<file path="config.mk">
export PLATFORM = sky130hd
export DESIGN_NAME = link_arbiter_flat
export DESIGN_NICKNAME = d
export VERILOG_FILES = /design/src/rtl/link_arbiter_if.sv /design/src/rtl/link_arbiter.sv /design/src/flat_wrapper.sv
export SDC_FILE = /design/constraint.sdc
export NUM_CORES = 1
export LEC_CHECK = 0
export BUFFER_PORTS_ARGS = -buffer_cell sky130_fd_sc_hd__buf_2
export CORE_MARGIN = 1.5
export CORE_UTILIZATION = 55
export DETAILED_ROUTE_END_ITERATION = 12
export PLACE_DENSITY = 0.85
export SYNTH_ARGS = -nofsm -noshare
export SYNTH_HDL_FRONTEND = slang
export SYNTH_SLANG_ARGS = --single-unit
</file>
<file path="constraint.sdc">
create_clock -name clk -period 2.76 [get_ports clk]
set_input_delay 0.414 -clock clk [delete_from_list [all_inputs] [get_ports clk]]
set_output_delay 0.414 -clock clk [all_outputs]
set_load 0.01 [all_outputs]
</file>
<file path="src/rtl/link_arbiter_if.sv">
// Bundle of source-side request/packet signals and the downstream put/free link.
// The slave modport is the arbiter's view. The master modport is the view of the
// sources and the downstream buffer.
interface link_arbiter_if #(
  parameter int N  = 4,
  parameter int PW = $clog2(N)
);
  logic [N-1:0]    req;
  logic [N*32-1:0] pkt_in;
  logic [N-1:0]    ack;
  logic            free_out;
  logic            put_out;
  logic [7:0]      payload_out;
  logic            busy;
  logic [PW-1:0]   cur_src;

  modport master (
    output req, pkt_in, free_out,
    input  ack, put_out, payload_out, busy, cur_src
  );

  modport slave (
    input  req, pkt_in, free_out,
    output ack, put_out, payload_out, busy, cur_src
  );
endinterface

</file>
<file path="src/rtl/link_arbiter.sv">
// Round-robin scheduler for one byte-serial put/free link shared by N sources.
// It grants one source and latches that source's 32-bit packet. It then sends the
// packet as four bytes, MSB byte first.
//
// state     | meaning
// ----------+-----------------------------------------------------------
// IDLE      | no packet held; grants the next requester from rr_ptr
// WAIT_FREE | packet latched; waits for free_out, then sends byte 0
// SEND      | sends bytes 1..3; free_out is ignored so the burst never gaps
module link_arbiter #(
  parameter int N  = 4,
  parameter int PW = $clog2(N)
) (
  input  logic           clk,
  input  logic           rst_b,
  link_arbiter_if.slave  bus
);

  typedef enum logic [1:0] {IDLE, WAIT_FREE, SEND} state_t;

  state_t        state;
  logic [1:0]    byte_cnt;
  logic [31:0]   pkt_q;
  logic [PW-1:0] rr_ptr;
  logic [PW-1:0] cur_src_q;

  logic          grant_vld;
  logic [PW-1:0] grant_idx;
  logic [31:0]   grant_pkt;
  logic [PW:0]   scan_sum;
  logic [PW-1:0] scan_idx;

  logic [N-1:0]  ack_c;
  logic          put_c;
  logic [7:0]    payload_c;

  // Round-robin search that starts at rr_ptr. Indices wrap modulo N, so indices >= N never appear.
  always_comb begin
    grant_vld = 1'b0;
    grant_idx = '0;
    grant_pkt = '0;
    scan_sum  = '0;
    scan_idx  = '0;
    for (int k = 0; k < N; k++) begin
      scan_sum = {1'b0, rr_ptr} + (PW+1)'(k);
      if (scan_sum >= (PW+1)'(N))
        scan_sum = scan_sum - (PW+1)'(N);
      scan_idx = scan_sum[PW-1:0];
      if (!grant_vld && bus.req[scan_idx]) begin
        grant_vld = 1'b1;
        grant_idx = scan_idx;
        grant_pkt = bus.pkt_in[{scan_idx, 5'd0} +: 32];
      end
    end
  end

  // The ack pulse appears only in IDLE and is held low while reset is asserted. It does not depend on free_out.
  always_comb begin
    ack_c = '0;
    if (rst_b && state == IDLE && grant_vld)
      ack_c[grant_idx] = 1'b1;
  end

  // Link outputs are decoded from the registered state. Byte 0 goes out in the same cycle that free_out is seen high.
  always_comb begin
    put_c     = 1'b0;
    payload_c = 8'h00;
    case (state)
      WAIT_FREE: begin
        if (bus.free_out) begin
          put_c     = 1'b1;
          payload_c = pkt_q[31:24];
        end
      end
      SEND: begin
        put_c = 1'b1;
        case (byte_cnt)
          2'd1:    payload_c = pkt_q[23:16];
          2'd2:    payload_c = pkt_q[15:8];
          default: payload_c = pkt_q[7:0];
        endcase
      end
      default: begin
        put_c     = 1'b0;
        payload_c = 8'h00;
      end
    endcase
  end

  // Sequencer: grant and latch, wait for free, then four back-to-back bytes. Reset drops any packet that is partly sent.
  always_ff @(posedge clk or negedge rst_b) begin
    if (!rst_b) begin
      state     <= IDLE;
      byte_cnt  <= 2'd0;
      pkt_q     <= 32'h0;
      rr_ptr    <= '0;
      cur_src_q <= '0;
    end else begin
      case (state)
        IDLE: begin
          if (grant_vld) begin
            pkt_q     <= grant_pkt;
            cur_src_q <= grant_idx;
            if (grant_idx == PW'(N-1))
              rr_ptr <= '0;
            else
              rr_ptr <= grant_idx + PW'(1);
            state <= WAIT_FREE;
          end
        end
        WAIT_FREE: begin
          if (bus.free_out) begin
            byte_cnt <= 2'd1;
            state    <= SEND;
          end
        end
        SEND: begin
          if (byte_cnt == 2'd3) begin
            byte_cnt <= 2'd0;
            state    <= IDLE;
          end else begin
            byte_cnt <= byte_cnt + 2'd1;
          end
        end
        default: begin
          byte_cnt <= 2'd0;
          state    <= IDLE;
        end
      endcase
    end
  end

  assign bus.ack         = ack_c;
  assign bus.put_out     = put_c;
  assign bus.payload_out = payload_c;
  assign bus.busy        = (state != IDLE);
  assign bus.cur_src     = cur_src_q;

endmodule
</file>
<file path="src/flat_wrapper.sv">
// flat-port wrapper written by rule: the top's interface ports become plain ports
module link_arbiter_flat 
#(
  parameter int N  = 4,
  parameter int PW = $clog2(N)
)
  (clk, rst_b, bus_req, bus_pkt_in, bus_free_out, bus_ack, bus_put_out, bus_payload_out, bus_busy, bus_cur_src);
  link_arbiter_if #(.N(N), .PW(PW)) bus_i ();
  input  logic clk;
  input  logic rst_b;
  input wire logic [$bits(bus_i.req)-1:0] bus_req;
  input wire logic [$bits(bus_i.pkt_in)-1:0] bus_pkt_in;
  input wire logic [$bits(bus_i.free_out)-1:0] bus_free_out;
  output wire logic [$bits(bus_i.ack)-1:0] bus_ack;
  output wire logic [$bits(bus_i.put_out)-1:0] bus_put_out;
  output wire logic [$bits(bus_i.payload_out)-1:0] bus_payload_out;
  output wire logic [$bits(bus_i.busy)-1:0] bus_busy;
  output wire logic [$bits(bus_i.cur_src)-1:0] bus_cur_src;
  assign bus_i.req = bus_req;
  assign bus_i.pkt_in = bus_pkt_in;
  assign bus_i.free_out = bus_free_out;
  assign bus_ack = bus_i.ack;
  assign bus_put_out = bus_i.put_out;
  assign bus_payload_out = bus_i.payload_out;
  assign bus_busy = bus_i.busy;
  assign bus_cur_src = bus_i.cur_src;
  link_arbiter #(.N(N), .PW(PW)) u_core (.clk(clk), .rst_b(rst_b), .bus(bus_i));
endmodule
</file>
==> results of run 1 <==
[state kept, by name (all words and copies together), names as in the netlist]
name,count
u_core.byte_cnt,2
u_core.pkt_q,32
u_core.bus.cur_src,2
u_core.state,2
u_core.rr_ptr,2
[layer usage]
layer,vias up,part of all wire
met2,313,0.50
met4,0,0.029
met5,-,0
met1,2902,0.40
li1,2650,-
met3,59,0.072
[power groups by stage]
stage	registers [mW]	clock network (mW)	logic [mW]
after floorplan	1.02	0	4.12
after global placement	1.13	0	4.82
after detailed placement	1.15	0	5.02
after CTS	1.14	0.524	5.05
after global routing	1.19	0.553	5.56
final	1.16	0.524	5.11
[layout make-up]
type,count,area share
multi-input combinational,496,0.663
sequential,40,0.149
timing repair buffer,169,0.137
tap,136,0.0252
clock buffer,6,0.0122
inverter,13,0.00722
clock inverter,2,0.00574
[cells by family after synthesis]
logic type	after synthesis	synth area share
AO/OA/AOI/OAI	210	0.234
adder cells (fa/ha/maj)	11	0.0234
buffers and inverters	84	0.0729
flip-flops	40	0.170
multiplexers	129	0.358
AND/OR/NAND/NOR	146	0.142
[synthesized netlist by cell type (22+ instances only)]
cell and instances:
a21oi_1 70, nor3b_1 32, a22oi_1 48, buf_2 22
dfrtp_1 40, o31ai_1 33, mux2i_1 64, mux4_2 65
a211oi_1 32, nor2_1 36, clkbuf_1 29, and2_1 33
[worst min-delay path by stage]
stage	to	slack (ns)	depth (start not counted)
3_3_place_gp	u_core.bus.cur_src[1]	0.22	1
3_5_place_dp	u_core.bus.cur_src[1]	0.22	1
4_1_cts	u_core.bus.cur_src[1]	0.43	2
5_1_grt	u_core.bus.cur_src[1]	0.46	2
6_report	u_core.bus.cur_src[1]	0.43	2
2_1_floorplan	u_core.bus.cur_src[0]	0.12	0
[metrics by stage]
step,std cells,setup slack [ns],cell area (µm²),utilization,power (mW)
5_1_grt,862,0.0115,6750,0.651,7.30
3_3_place_gp,853,0.521,6620,0.638,5.95
4_1_cts,862,0.144,6750,0.651,6.72
3_5_place_dp,853,0.333,6620,0.638,6.17
6_report,862,0.132,6750,0.651,6.79
2_1_floorplan,620,0.506,5890,-,5.14
[what timing repair did]
action,4_1_cts,5_1_grt
gates resized for setup,0,1
endpoints found under the setup margin,0,1
hold buffers,1,0
hold endpoints to repair,1,0
==> impl_metrics.csv, run 1 <==
group,metric,value,unit
place,io_buffer_count,150,
setup_path,critPathSlowestCell,"dfrtp_4",
status,status,"finished, final reports clean",
clocking,cts.clk_slew.worst_paths,0.08,ns
sta,tightest_slew,0.713,ns
setup_path,cp_cell_sequence,"clkinv_1 > buf_4 > o21ai_0 > nand2_1 > inv_1 > ha_1 > and3_1 > buf_2",
global_routing,use_met2,0.512,
setup_path,endpoint_kind,"output pin",
clocking,tritoncts,"yes",
synth,synth_edf_count,0,
routing,vias_per_cell,6.87,
clocking,cts_root_buffer,"clkbuf_8",
setup_path,cp-startpoint,"u_core.rr_ptr[1]",
synth,async_flop_share,1.00,
power_and_ir_drop,seq_power_share,0.171,
setup_path,arrival,2.21,ns
routing,drt_iter0_drc,535,
synth,synthCells,620,
die,core,10400,µm²
sta,timing.final.max_slew_violations,0,
setup_path,crit_fanout,33,
power_and_ir_drop,internal_power,3.55,mW
clocking,clock_latency,0.30,ns
cells_and_area,multi_input_area,4480,µm²
die,rows,37,
global_routing,grt_pass1_vias,5874,
setup_path,ff2ff_setup_slack,0.25,ns
setup_path,cp_num_buf_inv,4,
power_and_ir_drop,pwr-share-comb,0.752,
sta,whs,0.432,ns
hold_path,hold_path_class,"input port to asynchronous set/reset pin",
power_and_ir_drop,switchingPower,3.24,mW
setup_path,critPathMaxStageDelay,0.56,ns
sta,post-route-period-util,0.952,
setup_path,cp.required,2.35,ns
global_routing,grt_overflow,0,
cells_and_area,syn_to_final_growth,14.8,%
cells_and_area,final_cell_mix,"150 x buf_2, 69 x a21oi_1, 65 x mux4_2",
routing,num_vias,5924,
global_routing,grtUsageMet1,0.400,
cells_and_area,layout_commonest_cell,"buf_2",
sta,final_hold_viol_count,0,
power_and_ir_drop,ir_worst_vdd,851,µV
routing,wl,16900,µm
routing,ant_nets,0,
clocking,cts-htree-levels,2,
die,die_w,106,µm
routing,routedWlPerCell,19.6,µm
die,start_util,0.568,
routing,first_pass_iters,7,
setup_path,cp.depth,8,
routing,drc,0,
place,dp.final_hpwl,12500,µm
cells_and_area,drive_gt1_frac,0.342,
setup_path,start_kind,"flop",
global_routing,grtUsageMet3,0.0368,
die,die_h,106,µm
clocking,cts_setup_buffers,0,
setup_path,path_delay_family,"buffers and inverters",
synth,synth_ff_type,"dfrtp_1",
setup_path,ff2ff_path_depth,5,
sta,grt_setup_unrepaired,"false",
synth,ys_warn_count,0,
setup_path,critical_path_class,"flop to output pin",
sta,relSlewSlack,0.525,
setup_path,reg2reg_from,"u_core.rr_ptr[0]",
power_and_ir_drop,switching_share,0.477,
power_and_ir_drop,clkPwrFrac,0.077,
place,gp_congestion,0.834,
global_routing,antenna_found_initial,0,
clocking,clkSinkCount,40,
power_and_ir_drop,p_leak,2.68,nW
sta,setup_tns,0,ns
synth,synth_area,5890,µm²
sta,fin_crit,2.63,ns
global_routing,grt_max_degree,73,
synth,ys_ff_latch,40,
setup_path,cp-endpoint,"bus_ack[3]",
synth,synth.largest_area_cell,"mux4_2",
clocking,cts_buffers,5,
sta,setup_viol,0,
cells_and_area,final_nets,871,
global_routing,grt.busiest_layer,"met2",
synth,synth_cell_types,40,
run,maxCapViolCount,0,
setup_path,reg2reg_to,"u_core.pkt_q[30]",
synth,syn-num-nets,766,
die,die_area,11300,µm²
global_routing,grt_pass1_wl,27900,µm
synth,synth_top_cells_by_area,"mux4_2 25%, dfrtp_1 17%, mux2i_1 11%",
clocking,cts_buffer_depth,2,
die,ios,151,
synth,postSynthAreaPerCell,9.49,µm²
cells_and_area,seq_area,1010,µm²
cells_and_area,nFillCells,855,
sta,clock_skew,0.00317,ns
cells_and_area,diodes,0,
synth,seq_area_frac_synth,0.170,
global_routing,grt_usage,0.303,
sta,max_freq,0.381,GHz
synth,synth_top_area_share,0.249,
power_and_ir_drop,cellPowerDensity,1010,nW/µm²
Note: power is estimated with default switching activity, not from simulation.
==> run 2: changes to the inputs <==
==> constraint.sdc (replaced) <==
create_clock -name clk -period 2.9 [get_ports clk]
set_input_delay 0.435 -clock clk [delete_from_list [all_inputs] [get_ports clk]]
set_output_delay 0.435 -clock clk [all_outputs]
set_load 0.01 [all_outputs]
==> run 2 against run 1 <==
Against the previous run: hold slack better by 0.050 ns; critical path depth fell by 1; via count decreased by 0.93%; sequential share of layout area is essentially flat; core utilization up 0.17 points; die area did not move; worst setup slack improved by 0.15 ns; flip-flop and latch count stayed put; non-clock buffer count unchanged; largest power group unchanged; highest routed layer unchanged.
==> impl_metrics.csv, run 2 (synthesis gave the netlist of run 1 again) <==
group,metric,value,unit
setup_path,critPathSlowestCell,"dfrtp_4",
place,place_area,6640,µm²
setup_path,critical_path_class,"flop to output pin",
die,die_area,11300,µm²
global_routing,grt_max_degree,74,
clocking,cts.repair.resized,0,
hold_path,hold_path_class,"input port to asynchronous set/reset pin",
cells_and_area,multi_input_area,4480,µm²
routing,drt_iter0_drc,421,
clocking,clkSinkCount,40,
global_routing,grt_usage,0.298,
place,io_buffer_count,150,
cells_and_area,largest_reg_flops,32,
sta,setup_tns,0,ns
setup_path,cp-startpoint,"u_core.rr_ptr[0]",
setup_path,arrival,2.19,ns
global_routing,grt_pass1_vias,5790,
cells_and_area,fin_cells,862,
clocking,cts_root_buffer,"clkbuf_8",
setup_path,cp_cell_sequence,"buf_12 > o22ai_1 > a21o_1 > nor2_1 > ha_1 > and3_1 > buf_2",
die,rows,37,
die,core,10400,µm²
routing,ant_nets,0,
cells_and_area,seq_area,1010,µm²
cells_and_area,layout_commonest_cell,"buf_2",
run,maxCapViolCount,0,
sta,clock_skew,0.00492,ns
cells_and_area,nFillCells,875,
die,start_util,0.568,
clocking,cts_buffers,5,
sta,whs,0.482,ns
routing,wl,16900,µm
die,die_h,106,µm
sta,tightest_slew,0.756,ns
routing,drc,0,
setup_path,endpoint_kind,"output pin",
setup_path,crit_fanout,58,
sta,grt_setup_unrepaired,"false",
power_and_ir_drop,ir_worst_vdd,831,µV
cells_and_area,diodes,0,
global_routing,antenna_found_initial,0,
cells_and_area,final_core_util,0.653,
setup_path,cp.required,2.47,ns
routing,vias_per_cell,6.81,
place,dp.final_hpwl,12500,µm
die,ios,151,
sta,timing.final.max_slew_violations,0,
power_and_ir_drop,finalPower,6.50,mW
status,status,"finished, final reports clean",
place,place_ws,0.563,ns
clocking,cts_buffer_depth,2,
cells_and_area,final_nets,871,
cells_and_area,top_register,"u_core.pkt_q",
cells_and_area,syn_to_final_growth,15.1,%
sta,max_freq,0.381,GHz
sta,post-route-period-util,0.904,
clocking,tritoncts,"yes",
setup_path,start_kind,"flop",
global_routing,grt_overflow,0,
routing,num_vias,5869,
setup_path,reg2reg_from,"u_core.rr_ptr[0]",
power_and_ir_drop,p_leak,2.68,nW
setup_path,critPathMaxStageDelay,0.54,ns
routing,first_pass_iters,5,
clocking,clock_latency,0.30,ns
clocking,cts_setup_buffers,0,
cells_and_area,stdcell_area,6770,µm²
sta,relSlewSlack,0.496,
die,die_w,106,µm
clocking,cts-htree-levels,2,
global_routing,grt_pass1_wl,27600,µm
sta,layout_setup_ws,0.278,ns
routing,routedWlPerCell,19.6,µm
clocking,cts.clk_slew.worst_paths,0.08,ns
sta,final_hold_viol_count,0,
cells_and_area,drive_gt1_frac,0.342,
sta,setup_viol,0,
place,gp_congestion,0.868,
sta,fin_crit,2.62,ns
cells_and_area,final_cell_mix,"150 x buf_2, 69 x a21oi_1, 65 x mux4_2",
power_and_ir_drop,cellPowerDensity,960,nW/µm²
place,dp.cells,853,
run 2: changes by cell type in the layout (fill, tap and decap cells not counted):
cell	before	now
buf_12	1	4
buf_16	1	0
buf_4	16	14
run 2: critical path, delay by kind of cell, from the launching register on:
kind	cells	cell delay, ns
AO/OA/AOI/OAI	2	0.38
adder cells (fa/ha/maj)	1	0.19
buffers and inverters	2	0.47
flip-flops	1	0.54
AND/OR/NAND/NOR	2	0.30
run 2: layout make-up:
type                            instances  share of cell area
Sequential cell                        40               0.149
Timing Repair Buffer                  169               0.140
Inverter                               13             0.00721
Tap cell                              136              0.0251
Clock buffer                            6              0.0122
Multi-Input combinational cell        496               0.661
Clock inverter                          2             0.00573
run 2: worst paths after layout:
kind	to	slack, ns	cells after the start
min in group clk	u_core.bus.cur_src[1]	0.49	2
hold reg to reg	u_core.bus.cur_src[1]	0.49	2
setup reg to reg	u_core.pkt_q[20]	0.55	5
hold / removal	u_core.bus.cur_src[1]	0.48	2
max in group asynchronous	u_core.rr_ptr[1]	1.67	3
setup / recovery	bus_ack[3]	0.28	7
run 2: timing repair:
item	CTS	global route
endpoints found under the setup margin	0	0
hold endpoints to repair	3	0
hold buffers	1	0
run 2: per-layer routing:
layer | global-route usage | vias up | wire, µm
li1 | - | 2649 | -
met1 | 0.384 | 2838 | 6740
met2 | 0.510 | 338 | 8430
met3 | 0.0497 | 44 | 1340
met4 | 0.101 | 0 | 427
met5 | 0 | - | 0
run 2: power breakdown:
group          internal, mW  switching (mW)
Sequential            0.859           0.232
Clock                 0.282           0.213
Combinational          2.28            2.64
Total                  3.42            3.08
==> run 3: changes to the inputs <==
--- a/config.mk
+++ b/config.mk
@@ -9,6 +9,7 @@
 export CORE_MARGIN = 1.5
 export CORE_UTILIZATION = 55
 export DETAILED_ROUTE_END_ITERATION = 12
+export MAX_ROUTING_LAYER = met4
 export PLACE_DENSITY = 0.85
 export SYNTH_ARGS = -nofsm -noshare
 export SYNTH_HDL_FRONTEND = slang
==> run 3 against run 2 <==
Against the previous run: hold slack improved by 0.0058 ns; sequential power about the same; first-iteration DRC count decreased by 0.24%; largest cell class unchanged; highest routed layer unchanged.
==> impl_metrics.csv, run 3 (synthesis gave the netlist of run 1 again) <==
group,metric,value,unit
status,status,"finished, final reports clean",
power_and_ir_drop,cellPowerDensity,960,nW/µm²
setup_path,crit_fanout,58,
die,start_util,0.568,
power_and_ir_drop,ir_worst_vdd,827,µV
setup_path,critPathMaxStageDelay,0.54,ns
clocking,clock_latency,0.30,ns
clocking,cts_setup_buffers,0,
setup_path,arrival,2.18,ns
setup_path,cp.required,2.47,ns
die,ios,151,
routing,drc,0,
cells_and_area,largest_reg_flops,32,
routing,num_vias,5922,
global_routing,grt_usage,0.307,
sta,whs,0.487,ns
sta,final_hold_viol_count,0,
die,die_h,106,µm
die,die_area,11300,µm²
cells_and_area,layout_commonest_cell,"buf_2",
cells_and_area,fin_cells,862,
clocking,cts-htree-levels,2,
cells_and_area,nFillCells,875,
sta,grt_setup_unrepaired,"false",
cells_and_area,diodes,0,
place,dp.final_hpwl,12500,µm
setup_path,critical_path_class,"flop to output pin",
sta,tightest_slew,0.750,ns
sta,setup_viol,0,
cells_and_area,drive_gt1_frac,0.342,
clocking,cts.clk_slew.worst_paths,0.08,ns
sta,timing.final.max_slew_violations,0,
cells_and_area,final_nets,871,
hold_path,hold_path_class,"input port to asynchronous set/reset pin",
routing,first_pass_iters,5,
clocking,cts_root_buffer,"clkbuf_8",
cells_and_area,syn_to_final_growth,15.1,%
setup_path,cp_cell_sequence,"buf_12 > o22ai_1 > a21o_1 > nor2_1 > ha_1 > and3_1 > buf_2",
sta,fin_crit,2.62,ns
setup_path,critPathSlowestCell,"dfrtp_4",
sta,setup_tns,0,ns
sta,relSlewSlack,0.500,
die,rows,37,
die,core,10400,µm²
sta,clock_skew,0.00445,ns
sta,layout_setup_ws,0.284,ns
place,gp_congestion,0.882,
routing,ant_nets,0,
cells_and_area,top_register,"u_core.pkt_q",
place,place_ws,0.563,ns
clocking,clkSinkCount,40,
setup_path,cp_num_buf_inv,2,
routing,wl,16900,µm
cells_and_area,multi_input_area,4480,µm²
global_routing,grt_max_degree,74,
sta,max_freq,0.382,GHz
global_routing,grt_pass1_vias,5801,
cells_and_area,stdcell_area,6770,µm²
setup_path,path_delay_family,"flip-flops",
run,maxCapViolCount,0,
clocking,cts_buffer_depth,2,
cells_and_area,final_cell_mix,"150 x buf_2, 69 x a21oi_1, 65 x mux4_2",
cells_and_area,seq_area,1010,µm²
routing,drt_iter0_drc,420,
global_routing,grt_overflow,0,
place,dp.cells,853,
place,place_area,6640,µm²
sta,post-route-period-util,0.902,
clocking,cts_buffers,5,
power_and_ir_drop,p_leak,2.68,nW
die,die_w,106,µm
setup_path,endpoint_kind,"output pin",
place,io_buffer_count,150,
routing,vias_per_cell,6.87,
routing,routedWlPerCell,19.6,µm
clocking,tritoncts,"yes",
global_routing,grt_pass1_wl,27700,µm
setup_path,start_kind,"flop",
global_routing,antenna_found_initial,0,
run 3: cell counts in the layout (fill, tap and decap cells not counted):
Identical to the previous run, type by type.
run 3: final timing paths:
kind / slack (ns) / cells after the start / start / end
min reg2reg: 0.49 / 2 / u_core.bus.cur_src[1] / u_core.bus.cur_src[1]
max reg2reg: 0.59 / 5 / u_core.rr_ptr[0] / u_core.pkt_q[23]
min: 0.49 / 2 / rst_b / u_core.bus.cur_src[1]
max in group asynchronous: 1.69 / 3 / rst_b / u_core.rr_ptr[1]
min in group clk: 0.49 / 2 / u_core.bus.cur_src[1] / u_core.bus.cur_src[1]
max: 0.28 / 7 / u_core.rr_ptr[0] / bus_ack[3]
run 3: layout make-up:
cell class              count  share of cell area
clock buffers               6              0.0122
clock inverters             2             0.00573
inverters                  13             0.00721
multi-input cells         496               0.661
flip-flops and latches     40               0.149
well taps                 136              0.0251
repair buffers            169               0.140
run 3: metal layers:
| metal | wire, µm | global-route usage | part of all wire |
|---|---|---|---|
| met1 | 6610 | 0.388 | 0.39 |
| met2 | 8380 | 0.507 | 0.50 |
| met3 | 1480 | 0.0497 | 0.088 |
| met4 | 386 | 0.100 | 0.023 |
| met5 | 0 | - | 0 |
run 3: repair_timing:
item | CTS | global route
endpoints found under the hold margin | 3 | 0
resized for setup | 0 | 0
setup endpoints to repair | 0 | 0
hold buffers | 1 | 0
run 3: power by group:
part	internal (mW)	leakage (nW)	switching (mW)	total (mW)
registers	0.859	0.455	0.233	1.09
logic	2.28	2.17	2.63	4.92
clock network	0.282	0.0614	0.210	0.492
run 3: metrics by stage:
| step | utilization | total power [mW] |
|---|---|---|
| 2_1_floorplan | - | 4.89 |
| 3_3_place_gp | 0.640 | 5.74 |
| 3_5_place_dp | 0.640 | 5.93 |
| 4_1_cts | 0.653 | 6.45 |
| 5_1_grt | 0.653 | 6.96 |
| 6_report | 0.653 | 6.50 |
run 3: worst reg2reg max path, stage by stage (launching register included):
cell and delay, ns:
dfrtp_4 0.57, or3b_1 0.38, a2111oi_0 0.41, a21o_2 0.53, a21oi_1 0.17, a21oi_1 0.17
